$ cat src/rtl/led_sequencer.sv
// LED colour sequencer: debounced manual stepping, auto-advance timer
// and a host override load, arbitrated onto one colour register.
module led_sequencer #(
  parameter int DEBOUNCE_CYCLES = 4,
  parameter int AUTO_PERIOD     = 8,
  parameter int CNT_W           = 8
) (
  input  logic       clk,
  input  logic       rst,
  input  logic       button,
  input  logic       mode_sel,
  input  logic       ovr_valid,
  input  logic [2:0] ovr_colour,
  output logic       ovr_ready,
  output logic [2:0] colour,
  output logic [1:0] state,
  output logic       step
);

  typedef enum logic [1:0] {
    ST_MANUAL = 2'b00,
    ST_AUTO   = 2'b01,
    ST_OVR    = 2'b10
  } state_e;

  localparam logic [CNT_W-1:0] DB_MAX   = CNT_W'(DEBOUNCE_CYCLES);
  localparam logic [CNT_W-1:0] TMR_LAST = CNT_W'(AUTO_PERIOD - 1);
  localparam logic [2:0]       COL_RST  = 3'b001;

  state_e           state_q, state_d;
  logic [2:0]       colour_q, colour_d;
  logic [CNT_W-1:0] cnt_q, cnt_d;
  logic [CNT_W-1:0] tmr_q, tmr_d;
  logic             db_q, db_d;
  logic             step_q, step_d;
  logic             ovr_ready_q, ovr_ready_d;

  logic btn_db;
  logic press;
  logic accept;

  function automatic logic [2:0] next_colour(input logic [2:0] c);
    logic [2:0] n;
    case (c)
      3'b001:  n = 3'b010;
      3'b010:  n = 3'b011;
      3'b011:  n = 3'b100;
      3'b100:  n = 3'b101;
      3'b101:  n = 3'b110;
      default: n = 3'b001;
    endcase
    return n;
  endfunction

  function automatic logic [2:0] sanitise(input logic [2:0] c);
    logic [2:0] n;
    if (c == 3'b000 || c == 3'b111)
      n = COL_RST;
    else
      n = c;
    return n;
  endfunction

  always_comb begin
    if (!button)
      cnt_d = '0;
    else if (cnt_q == DB_MAX)
      cnt_d = cnt_q;
    else
      cnt_d = cnt_q + 1'b1;
  end

  assign btn_db = (cnt_q == DB_MAX);
  assign db_d   = btn_db;
  assign press  = btn_db & ~db_q;
  assign accept = ovr_valid & ovr_ready_q
                & (state_q != ST_OVR);

  always_comb begin
    state_d     = state_q;
    colour_d    = colour_q;
    tmr_d       = tmr_q;
    step_d      = 1'b0;
    ovr_ready_d = ovr_ready_q;
    case (state_q)
      ST_MANUAL: begin
        tmr_d = '0;
        if (accept) begin
          colour_d    = sanitise(ovr_colour);
          state_d     = ST_OVR;
          ovr_ready_d = 1'b0;
        end else begin
          if (press) begin
            colour_d = next_colour(colour_q);
            step_d   = 1'b1;
          end
          if (mode_sel)
            state_d = ST_AUTO;
        end
      end
      ST_AUTO: begin
        if (accept) begin
          colour_d    = sanitise(ovr_colour);
          state_d     = ST_OVR;
          ovr_ready_d = 1'b0;
          tmr_d       = '0;
        end else begin
          if (tmr_q == TMR_LAST) begin
            colour_d = next_colour(colour_q);
            step_d   = 1'b1;
            tmr_d    = '0;
          end else begin
            tmr_d = tmr_q + 1'b1;
          end
          // the terminal-count step above still lands on the way out
          if (!mode_sel) begin
            state_d = ST_MANUAL;
            tmr_d   = '0;
          end
        end
      end
      ST_OVR: begin
        tmr_d = '0;
        if (!ovr_valid) begin
          state_d     = mode_sel ? ST_AUTO : ST_MANUAL;
          ovr_ready_d = 1'b1;
        end
      end
      default: begin
        state_d     = ST_MANUAL;
        colour_d    = COL_RST;
        tmr_d       = '0;
        ovr_ready_d = 1'b1;
      end
    endcase
  end

  always_ff @(posedge clk) begin
    if (rst) begin
      state_q     <= ST_MANUAL;
      colour_q    <= COL_RST;
      cnt_q       <= '0;
      tmr_q       <= '0;
      db_q        <= 1'b0;
      step_q      <= 1'b0;
      ovr_ready_q <= 1'b1;
    end else begin
      state_q     <= state_d;
      colour_q    <= colour_d;
      cnt_q       <= cnt_d;
      tmr_q       <= tmr_d;
      db_q        <= db_d;
      step_q      <= step_d;
      ovr_ready_q <= ovr_ready_d;
    end
  end

  assign colour    = colour_q;
  assign state     = state_q;
  assign step      = step_q;
  assign ovr_ready = ovr_ready_q;

endmodule

$ cat config.mk
export PLATFORM = sky130hd
export DESIGN_NAME = led_sequencer
export DESIGN_NICKNAME = d
export VERILOG_FILES = /design/src/rtl/led_sequencer.sv
export SDC_FILE = /design/constraint.sdc
export NUM_CORES = 1
export LEC_CHECK = 0
export BUFFER_PORTS_ARGS = -buffer_cell sky130_fd_sc_hd__buf_4
export CAP_MARGIN = 10
export CORE_MARGIN = 2
export CORE_UTILIZATION = 30
export DETAILED_ROUTE_END_ITERATION = 7
export PLACE_DENSITY = 0.49
export SLEW_MARGIN = 20
export SYNTH_ARGS = -nofsm -noshare
export SYNTH_HDL_FRONTEND = slang
export SYNTH_SLANG_ARGS = --single-unit
$ cat constraint.sdc
create_clock -name clk -period 3.8 [get_ports clk]
set_input_delay 0.38 -clock clk [delete_from_list [all_inputs] [get_ports clk]]
set_output_delay 0.38 -clock clk [all_outputs]
set_load 0.01 [all_outputs]
# After elaboration in Yosys (flattened, before gate mapping)

Cells that the tools add are included.

Register bits after elaboration: 24
Input port bits: 8
Output and inout port bits: 7
Word-level logic and storage cells: 65

Add/sub/neg operators: 2
Equality and inequality tests: 17
Muxes and demuxes: 22
Bitwise gates (word level): 8
Reductions and logical operators: 9

Operator list:

| cell                                                  | count |
|---|---|
| adder 8 x 1 -> 8 bit, second input constant           | 2 |
| == test 8 x 3 -> 1 bit, second input constant         | 2 |
| 2-to-1 mux 3 bit                                      | 5 |
| one-hot mux 3 bit (5 select lines)                    | 1 |
| inequality test 3 bit, second input constant          | 4 |
| 2-to-1 mux 2 bit                                      | 5 |
| == test 3 bit, second input constant                  | 3 |
| one-hot mux 3 bit (3 select lines)                    | 1 |
| 2-to-1 mux 1 bit                                      | 7 |
| == test 3 x 2 -> 1 bit, second input constant         | 2 |
| one-hot mux 2 bit (3 select lines)                    | 1 |
| AND reduction 3 bit                                   | 2 |
| inverter 1 bit                                        | 5 |
| OR reduction 5 bit                                    | 1 |
| inequality test 2 bit, second input constant          | 2 |
| one-hot mux 1 bit (2 select lines)                    | 2 |
| OR reduction 2 bit                                    | 2 |
| AND 1 bit                                             | 3 |
| == test 3 x 1 -> 1 bit, second input constant         | 1 |
| zero test 3 bit                                       | 1 |
| == test 2 x 1 -> 1 bit, second input constant         | 1 |
| == test 2 bit, second input constant                  | 1 |
| zero test 2 bit                                       | 1 |
| inequality test 2 x 1 -> 1 bit, second input constant | 1 |
| 2 further kinds                                       | 2 |

# Depth between registers and ports, before layout

Gate-level depths: netlist of the first run.

Depth in word-level cells: 5
Depth in mapped cells: 7

# Worst setup path before layout of the first run

Ideal clock, no wire load.

Kind: register to register
Start point: reg cnt_q[0]
End point: reg cnt_q[1]
Arrival time: 1.606 ns
Required time: 3.685 ns
Path slack: 2.078 ns
Stages on the path, launching flop included: 8
Buffers on the path: 1
Path through: dfxtp_1 -> inv_1 -> ha_1 -> or4b_4 -> or2_2 -> clkbuf_1 -> a21oi_1 -> nor2_1

Longest elaborated chain between the ends: 1

Ends and longest elaborated chain:

| what                                                           | RTL line | RTL |
|---|---|---|
| start: declaration                                             | 32       | `logic [CNT_W-1:0] cnt_q, cnt_d;` |
| start signal: assignment                                       | 150      | `cnt_q <= cnt_d;` |
| adder 8 x 1 -> 8 bit or == test 8 x 3 -> 1 bit (tied branches) | 70, 67   |  |

Parallel ways exist; a longest one is shown, timed or not.
A chain may end at the register's enable or synchronous reset.

# Worst setup path in the final report of the first run

Start point: reg cnt_q[0]
End point: reg colour_q[1] (netlist: colour[1])

Longest elaborated chain between the ends: 4

Ends and longest elaborated chain:

| what                            | RTL line | RTL |
|---|---|---|
| == test 8 x 3 -> 1 bit          | 73       | `assign btn_db = (cnt_q == DB_MAX);` |
| AND 1 bit                       | 75       | `assign press = btn_db & ~db_q;` |
| inequality test 3 bit (no line) | --       |  |
| AND reduction 3 bit (no line)   | --       |  |
| end signal: assignment          | 149      | `colour_q <= colour_d;` |
| end: declaration                | 31       | `logic [2:0] colour_q, colour_d;` |

Every way passes these cells.

==> impl_metrics.toml, run 1 <==
[outcome]
status = "completed"

[clock_network]
htree_num_levels = 1
cts.sinks = 24
numCtsBuffers = 3
cts_tree = "built"
holdBufCountCts = 0
cts_resized = 0
clkTransAtPathRegs_ns = 0.09
clock_latency_ns = 0.26
cts_buffer_depth = 2
clock-root-buffer = "clkbuf_8"
cts_setup_buffers = 0

[pwr]
netSwitchingFraction_pct = 23.8
leakagePower_nw = 0.553
netSwitchingPower_mw = 0.122
p_seq_share_pct = 53.5
finalPower_mw = 0.512
clockPowerShare_pct = 33.0
combPwrFrac_pct = 13.5
ir_drop_v = 0.000153
p_int_mw = 0.390
pwr_density_cell_mw_per_mm2 = 368

[synth]
ys_seq_elements = 24
synth_warnings = 0
netlist_instances = 129
yosysUniqueCellTypes = 32
netlist_top_cells_count = "dfxtp_1 (24), nor2_1 (20), nand3_1 (9), xor2_1 (9)"
synth_edf_count = 0
syn-cell-area_mm2 = 0.00119
yosysSeqAreaShare_pct = 40.5
synth.area.top_cells = "dfxtp_1 (41%), xor2_1 (6.6%), nor2_1 (6.3%)"
yosys.area.top_type = "dfxtp_1"
synth_top_area_share_pct = 40.5
synth_most_common_cell = "dfxtp_1"
syn_avg_cell_area_um2 = 9.19
syn_nets = 140
async_reset_ff_share_pct = 0
synthFlopType = "dfxtp_1"

[critical_path]
crit_fanout = 6
path_buf_inv = 1
crit_required_ns = 3.93
crit_path_start_kind = "flop"
cp_top_family = "simple AND/OR/NAND/NOR gates"
worstPathCellList = "inv_1 -> ha_1 -> or4b_4 -> nor3_2 -> o311ai_4 -> mux2i_1"
slowest_delay_ns = 0.47
path_class = "flop to flop"
critical_path_arrival_ns = 1.88
cpMaxStageDelayCell = "or4b_4"
cp-end-kind = "flop"

[sta]
relSlewSlack_pct = 71.8
finalHoldViolations = 0
grt_setup_unrepaired = "no"
timing.final.max_slew_violations = 0
worst_pin_slew_ns = 0.417
setup_viol = 0
fin_tns_setup_ns = 0
period_share_pct = 46.0
period_needed_ns = 1.75
max_freq_mhz = 572
whs_ns = 0.360
skew_ns = 0.00840

[detailed_routing]
vias = 886
vias_per_cell = 4.61
avgRoutedWirePerCell_um = 11.2
firstDrtPassIters = 4
routed_wl_um = 2140
drc = 0
postRouteAntennaNets = 0
drt_iter0_drc = 31

[run]
cap_violations = 0

[final_layout]
final_cells = 192
design_area_mm2 = 0.00139
area_growth_pct = 17.3
drive_gt1_share_pct = 22.2
diodes = 0
nNetsFinal = 156

[placed_design]
port_buffers = 14
gp_congestion = 0.751
place_inst = 188
placed_cell_area_mm2 = 0.00134
hpwl_um = 1630

[global_routing]
grt_pass1_vias = 861
grt_pass1_wl_um = 3900
globalRoute.totalOverflow = 0
antenna_found_initial = 0
grt_max_degree = 14
grt_use_total_pct = 11.2

[die]
placement_rows = 22
core-area_mm2 = 0.00374
io_pins = 15
start_util_pct = 31.7
dieArea_mm2 = 0.00447
die_h_um = 66.9
die_w_um = 66.9

[min_path]
min_path_type = "input port to flop"
-- layout by cell type, fill, tap and decap left out --
| cell type | Yosys | layout |
|---|---|---|
| dfxtp_1 | 24 | 24 |
| nor2_1 | 20 | 20 |
| buf_4 | 1 | 14 |
| nand3_1 | 9 | 9 |
| xor2_1 | 9 | 9 |
| inv_1 | 6 | 6 |
| nand2_1 | 6 | 6 |
| a21oi_1 | 6 | 6 |
| nand2b_1 | 5 | 5 |
| and3_1 | 4 | 4 |
| xnor2_1 | 4 | 4 |
| clkbuf_8 | 0 | 4 |
| or3b_2 | 3 | 3 |
| nor3_1 | 3 | 3 |
| mux2i_1 | 3 | 3 |
| ha_1 | 3 | 3 |
| or2_2 | 2 | 2 |
| a21boi_0 | 2 | 2 |
| o221ai_1 | 2 | 2 |
| o311ai_0 | 2 | 2 |
| o311ai_4 | 2 | 2 |
| or4b_4 | 1 | 1 |
| nor3_2 | 1 | 1 |
| or4_4 | 1 | 1 |
| mux2_2 | 1 | 1 |
| nor2b_1 | 1 | 1 |
| o21ba_2 | 1 | 1 |
| a2111oi_0 | 1 | 1 |
| nand2b_2 | 1 | 1 |
| and3_2 | 1 | 1 |
| o21ai_0 | 1 | 1 |
| and3b_1 | 1 | 1 |
-- state kept, by name, indices dropped and copies added (netlist names) --
name	count
cnt_q	8
colour	3
db_q	1
ovr_ready	1
state	2
step	1
tmr_q	8
-- logic make-up after synthesis --
kind of cell	Yosys count	share of synthesized area (%)
buffers and inverters	9	3.16
flip-flops	24	40.5
XOR/XNOR	13	9.60
AO/OA/AOI/OAI	17	13.2
adder cells (fa/ha/maj)	3	3.16
multiplexers	4	3.48
AND/OR/NAND/NOR	59	26.9
-- final timing paths --
check            from         to  slack, ns  cells after the start
max          cnt_q[0]  colour[1]       2.05                      6
min               rst       db_q       0.36                      2
max reg2reg  cnt_q[0]  colour[1]       2.05                      6
min reg2reg  tmr_q[0]   tmr_q[0]       0.46                      1
-- layer usage --
metal | track usage, % | vias up | share of wire (%)
li1 | - | 476 | -
met1 | 14.9 | 400 | 51
met2 | 18.0 | 8 | 45
met3 | 2.03 | 2 | 2.8
met4 | 3.83 | 0 | 1.0
met5 | 0 | - | 0
-- final cells by class --
cell class / instances / area [um^2]
Clock buffer: 4 / 55.1
Fill cell: 419 / 2350
Inverter: 6 / 22.5
Multi-Input combinational cell: 96 / 668
Sequential cell: 24 / 480
Tap cell: 48 / 60.1
Timing Repair Buffer: 14 / 105
-- power by group through the flow --
stage	logic [mW]	clock network (mW)	registers, mW
after global routing	0.0787	0.188	0.277
after floorplan	0.0425	0	0.280
after global placement	0.0697	0	0.280
after CTS	0.0706	0.177	0.274
final	0.0692	0.169	0.274
after detailed placement	0.0704	0	0.280
-- stage by stage --
stage                     setup slack, ns  utilization, %
after floorplan                      2.08               -
after global placement               2.05            35.7
after detailed placement             2.04            35.7
after CTS                            2.03            37.2
after global routing                 1.91            37.2
final                                2.05            37.2
-- worst register-to-register path, delay by kind of cell, from the launching register on --
kind,cells,cell delay (ns)
compound gates,1,0.16
buf+inv,1,0.08
mux,1,0.15
simple gates,2,0.74
fa+ha+maj,1,0.13
flops,1,0.37
No activity file was read; power rests on OpenSTA's default activity.
==> run 2, diff against run 1 <==
Settings changed: PLACE_DENSITY 0.49 to 0.5.
Clock period 3.8 ns to 1.6 ns, I/O delays scaled along.
==> impl_metrics.toml, run 2 (synthesized netlist as in run 1, its figures left out) <==
[final_layout]
design_area_mm2 = 0.00154
final.fill_count = 395
area_growth_pct = 30.0
nNetsFinal = 170
final_cell_mix = "buf_4 (28), dfxtp_1 (21), nor2_1 (16), nand3_1 (9), xor2_1 (9)"
drive_gt1_share_pct = 36.1
diodes = 0
final_util_pct = 41.2
mostFrequentLayoutCell = "buf_4"

[placed_design]
hpwl_um = 1700
placed_cell_area_mm2 = 0.00144
port_buffers = 14
gp_congestion = 0.765

[global_routing]
grt_max_degree = 14
grt_pass1_vias = 905
grt_use_total_pct = 11.5
antenna_found_initial = 0
grt_pass1_wl_um = 3930
globalRoute.totalOverflow = 0

[critical_path]
cpMaxStageDelayCell = "or4_4"
critical_path_arrival_ns = 1.77
worstPathCellList = "or4_4 -> o311ai_4 -> o311ai_4 -> mux2i_1"
slowest_delay_ns = 0.54
crit_fanout = 3
crit_required_ns = 1.74
ff2ff_setup_slack_ns = -0.03
crit_top_cell = "o311ai_4"
crit_path_start_kind = "flop"
cp-startpoint = "tmr_q[3]"
cp-end-kind = "flop"
path_class = "flop to flop"
rr_startpoint = "tmr_q[3]"

[sta]
max_freq_mhz = 613
worst_pin_slew_ns = 0.438
period_needed_ns = 1.63
setup_viol = 10
grt_setup_unrepaired = "yes"
skew_ns = 0.000986
finalHoldViolations = 0
relSlewSlack_pct = 70.1
timing.final.ws_setup_ns = -0.0308
period_share_pct = 102
timing.final.max_slew_violations = 0

[die]
io_pins = 15
dieArea_mm2 = 0.00447
start_util_pct = 31.7
core-area_mm2 = 0.00374
die_w_um = 66.9
die_h_um = 66.9
placement_rows = 22

[clock_network]
holdBufCountCts = 0
clock-root-buffer = "clkbuf_8"
clkTransAtPathRegs_ns = 0.09
clock_latency_ns = 0.26
numCtsBuffers = 3
cts_tree = "built"
cts.sinks = 24
htree_num_levels = 1
cts_buffer_depth = 2

[detailed_routing]
firstDrtPassIters = 4
postRouteAntennaNets = 0
vias = 940
vias_per_cell = 4.56
drc = 0
routed_wl_um = 2320
avgRoutedWirePerCell_um = 11.2
drt_iter0_drc = 29

[outcome]
status = "finished, violations left"
violations = "negative setup slack"

[min_path]
hp-start = "rst"
min_path_type = "input port to flop"

[pwr]
ir_drop_v = 0.000421
pwr_density_cell_mw_per_mm2 = 815
leakagePower_nw = 0.634

[run]
cap_violations = 0
[run 2: cell count changes in the layout (fill, tap and decap cells not counted), sizes merged]
cell / delta
buf: +14
[run 2: worst max-delay path: cells and delay by family, from the launching register on]
kind / cells / cell delay [ns]
mux: 1 / 0.15
simple gates: 1 / 0.54
compound gates: 2 / 0.49
flops: 1 / 0.33
[run 2: layout make-up]
cell class | count | area [um^2] | area share [%]
repair buffers | 28 | 210 | 13.6
inverters | 6 | 22.5 | 1.46
multi-input cells | 96 | 709 | 46.0
well taps | 48 | 60.1 | 3.90
flip-flops and latches | 24 | 484 | 31.4
clock buffers | 4 | 55.1 | 3.57
[run 2: repair_timing]
action                                 in CTS  in global routing
setup buffers                               0                  1
pin swaps                                   2                  8
setup endpoints to repair                  12                 19
resized for setup                           2                 10
endpoints found under the hold margin       0                  0
[run 2: through the flow]
step	TNS, ns	setup slack [ns]	power, mW	instances	hold WS, ns
3_5_place_dp	-0.385	-0.0837	0.846	201	0.418
2_1_floorplan	-0.0860	-0.0198	0.768	129	0.303
4_1_cts	-0.299	-0.0339	1.27	205	0.133
3_3_place_gp	-0.246	-0.0380	0.840	201	0.416
5_1_grt	-0.908	-0.106	1.34	206	0.123
6_report	-0.147	-0.0308	1.26	206	0.139
[run 2: final timing paths]
kind | to | cells after the start
setup / recovery | colour[2] | 4
hold / removal | db_q | 2
setup reg to reg | colour[2] | 4
hold reg to reg | tmr_q[0] | 1
[run 2: power breakdown]
group	leakage (nW)	internal (mW)	switching, mW
Clock	0.0288	0.220	0.196
Combinational	0.409	0.106	0.0904
Sequential	0.196	0.618	0.0255
[run 2: routing by layer]
layer	routed length [um]	vias up	global-route usage, %
li1	-	500	-
met5	0	-	0
met1	1190	427	15.0
met2	1020	11	17.9
met3	74	2	2.03
met4	23	0	6.12
==> run 3, diff against run 2 <==
Settings changed: CELL_PAD_IN_SITES_DETAIL_PLACEMENT from default to 1, CELL_PAD_IN_SITES_GLOBAL_PLACEMENT from default to 1, CORE_UTILIZATION 30 to 38, PLACE_DENSITY 0.5 to 0.75.
==> impl_metrics.toml, run 3 (synthesized netlist as in run 1, its figures left out) <==
[outcome]
status = "finished, violations left"
violations = "negative setup slack"

[final_layout]
nNetsFinal = 170
final_util_pct = 50.2
diodes = 0
area_growth_pct = 27.1
drive_gt1_share_pct = 36.1
final_cell_mix = "buf_4 (28), dfxtp_1 (22), nor2_1 (15), nand3_1 (9), xor2_1 (9)"
mostFrequentLayoutCell = "buf_4"
design_area_mm2 = 0.00151
final.fill_count = 362

[die]
core-area_mm2 = 0.00300
die_h_um = 59.9
start_util_pct = 39.5
dieArea_mm2 = 0.00358
placement_rows = 20
die_w_um = 59.9
io_pins = 15

[clock_network]
numCtsBuffers = 3
cts.sinks = 24
cts_tree = "built"
holdBufCountCts = 0
htree_num_levels = 1
clock_latency_ns = 0.33
clock-root-buffer = "clkbuf_4"
clkTransAtPathRegs_ns = 0.14
cts_buffer_depth = 2

[placed_design]
hpwl_um = 2040
placed_cell_area_mm2 = 0.00142
gp_congestion = 0.830
port_buffers = 14

[global_routing]
globalRoute.totalOverflow = 0
grt_pass1_wl_um = 4710
grt_pass1_vias = 1052
antenna_found_initial = 0
grt_max_degree = 14
grt_use_total_pct = 17.7

[detailed_routing]
top_layer_used = "met4"
wl_met2_um = 1490
drc = 0
vias_per_cell = 5.27
vias = 1006
routed_wl_um = 2850
wl_met3_um = 103
avgRoutedWirePerCell_um = 14.9
firstDrtPassIters = 3
drt_iter0_drc = 36
wl_met1_um = 1210
postRouteAntennaNets = 0

[critical_path]
cp-end-kind = "flop"
crit_required_ns = 1.83
path_class = "flop to flop"
crit_path_start_kind = "flop"
critical_path_arrival_ns = 1.87
crit_fanout = 8

[sta]
relSlewSlack_pct = 68.8
max_freq_mhz = 608
timing.final.ws_setup_ns = -0.0447
timing.final.max_slew_violations = 0
worst_pin_slew_ns = 0.456
skew_ns = 0.00616
period_needed_ns = 1.64
grt_setup_unrepaired = "yes"
period_share_pct = 103
finalHoldViolations = 0
setup_viol = 13

[pwr]
pwr_density_cell_mw_per_mm2 = 785
finalPower_mw = 1.18
leakagePower_nw = 0.630
ir_drop_v = 0.000313

[run]
cap_violations = 0

[min_path]
min_path_type = "input port to flop"
[run 3: final cells by class]
class                      count  area, um^2  share of cell area [%]
tap                           33        41.3                    2.74
sequential                    24         483                    32.0
timing repair buffer          28         210                    13.9
inverter                       6        22.5                    1.49
clock buffer                   4        36.3                    2.41
multi-input combinational     96         714                    47.4
[run 3: where the power goes]
part	internal, mW	switching [mW]
registers	0.619	0.0246
logic	0.109	0.0988
clock network	0.139	0.193
total	0.867	0.316
[run 3: repair_timing]
action,4_1_cts,5_1_grt
endpoints found under the setup margin,16,19
pin swaps,2,4
gates resized for setup,3,9
setup buffers,0,1
[run 3: worst max-delay path, stage by stage (launching register included)]
cell	delay [ns]
dfxtp_1	0.34
or4_4	0.55
o311ai_4	0.30
or3b_2	0.28
nor2_1	0.07
[run 3: stage by stage]
step	instances	worst slack (ns)	setup TNS (ns)	hold WS (ns)
floorplan	129	-0.0198	-0.0860	0.303
global placement	186	-0.0335	-0.0993	0.414
detailed placement	186	-0.119	-0.555	0.425
CTS	190	-0.0518	-0.403	0.0649
global route	191	-0.118	-1.41	0.0536
finish	191	-0.0447	-0.376	0.0729
[run 3: final timing paths]
kind / depth (start not counted) / slack, ns / endpoint / startpoint
hold reg to reg: 1 / 0.46 / tmr_q[0] / tmr_q[0]
setup reg to reg: 4 / -0.04 / tmr_q[4] / tmr_q[3]
setup / recovery: 4 / -0.04 / tmr_q[4] / tmr_q[3]
hold / removal: 2 / 0.07 / state[1] / rst
[run 3: metal layers]
metal  up-vias  track usage [%]
met3         7             2.60
li1        503                -
met5         -                0
met1       480             21.5
met2        16             30.3
met4         0             8.57
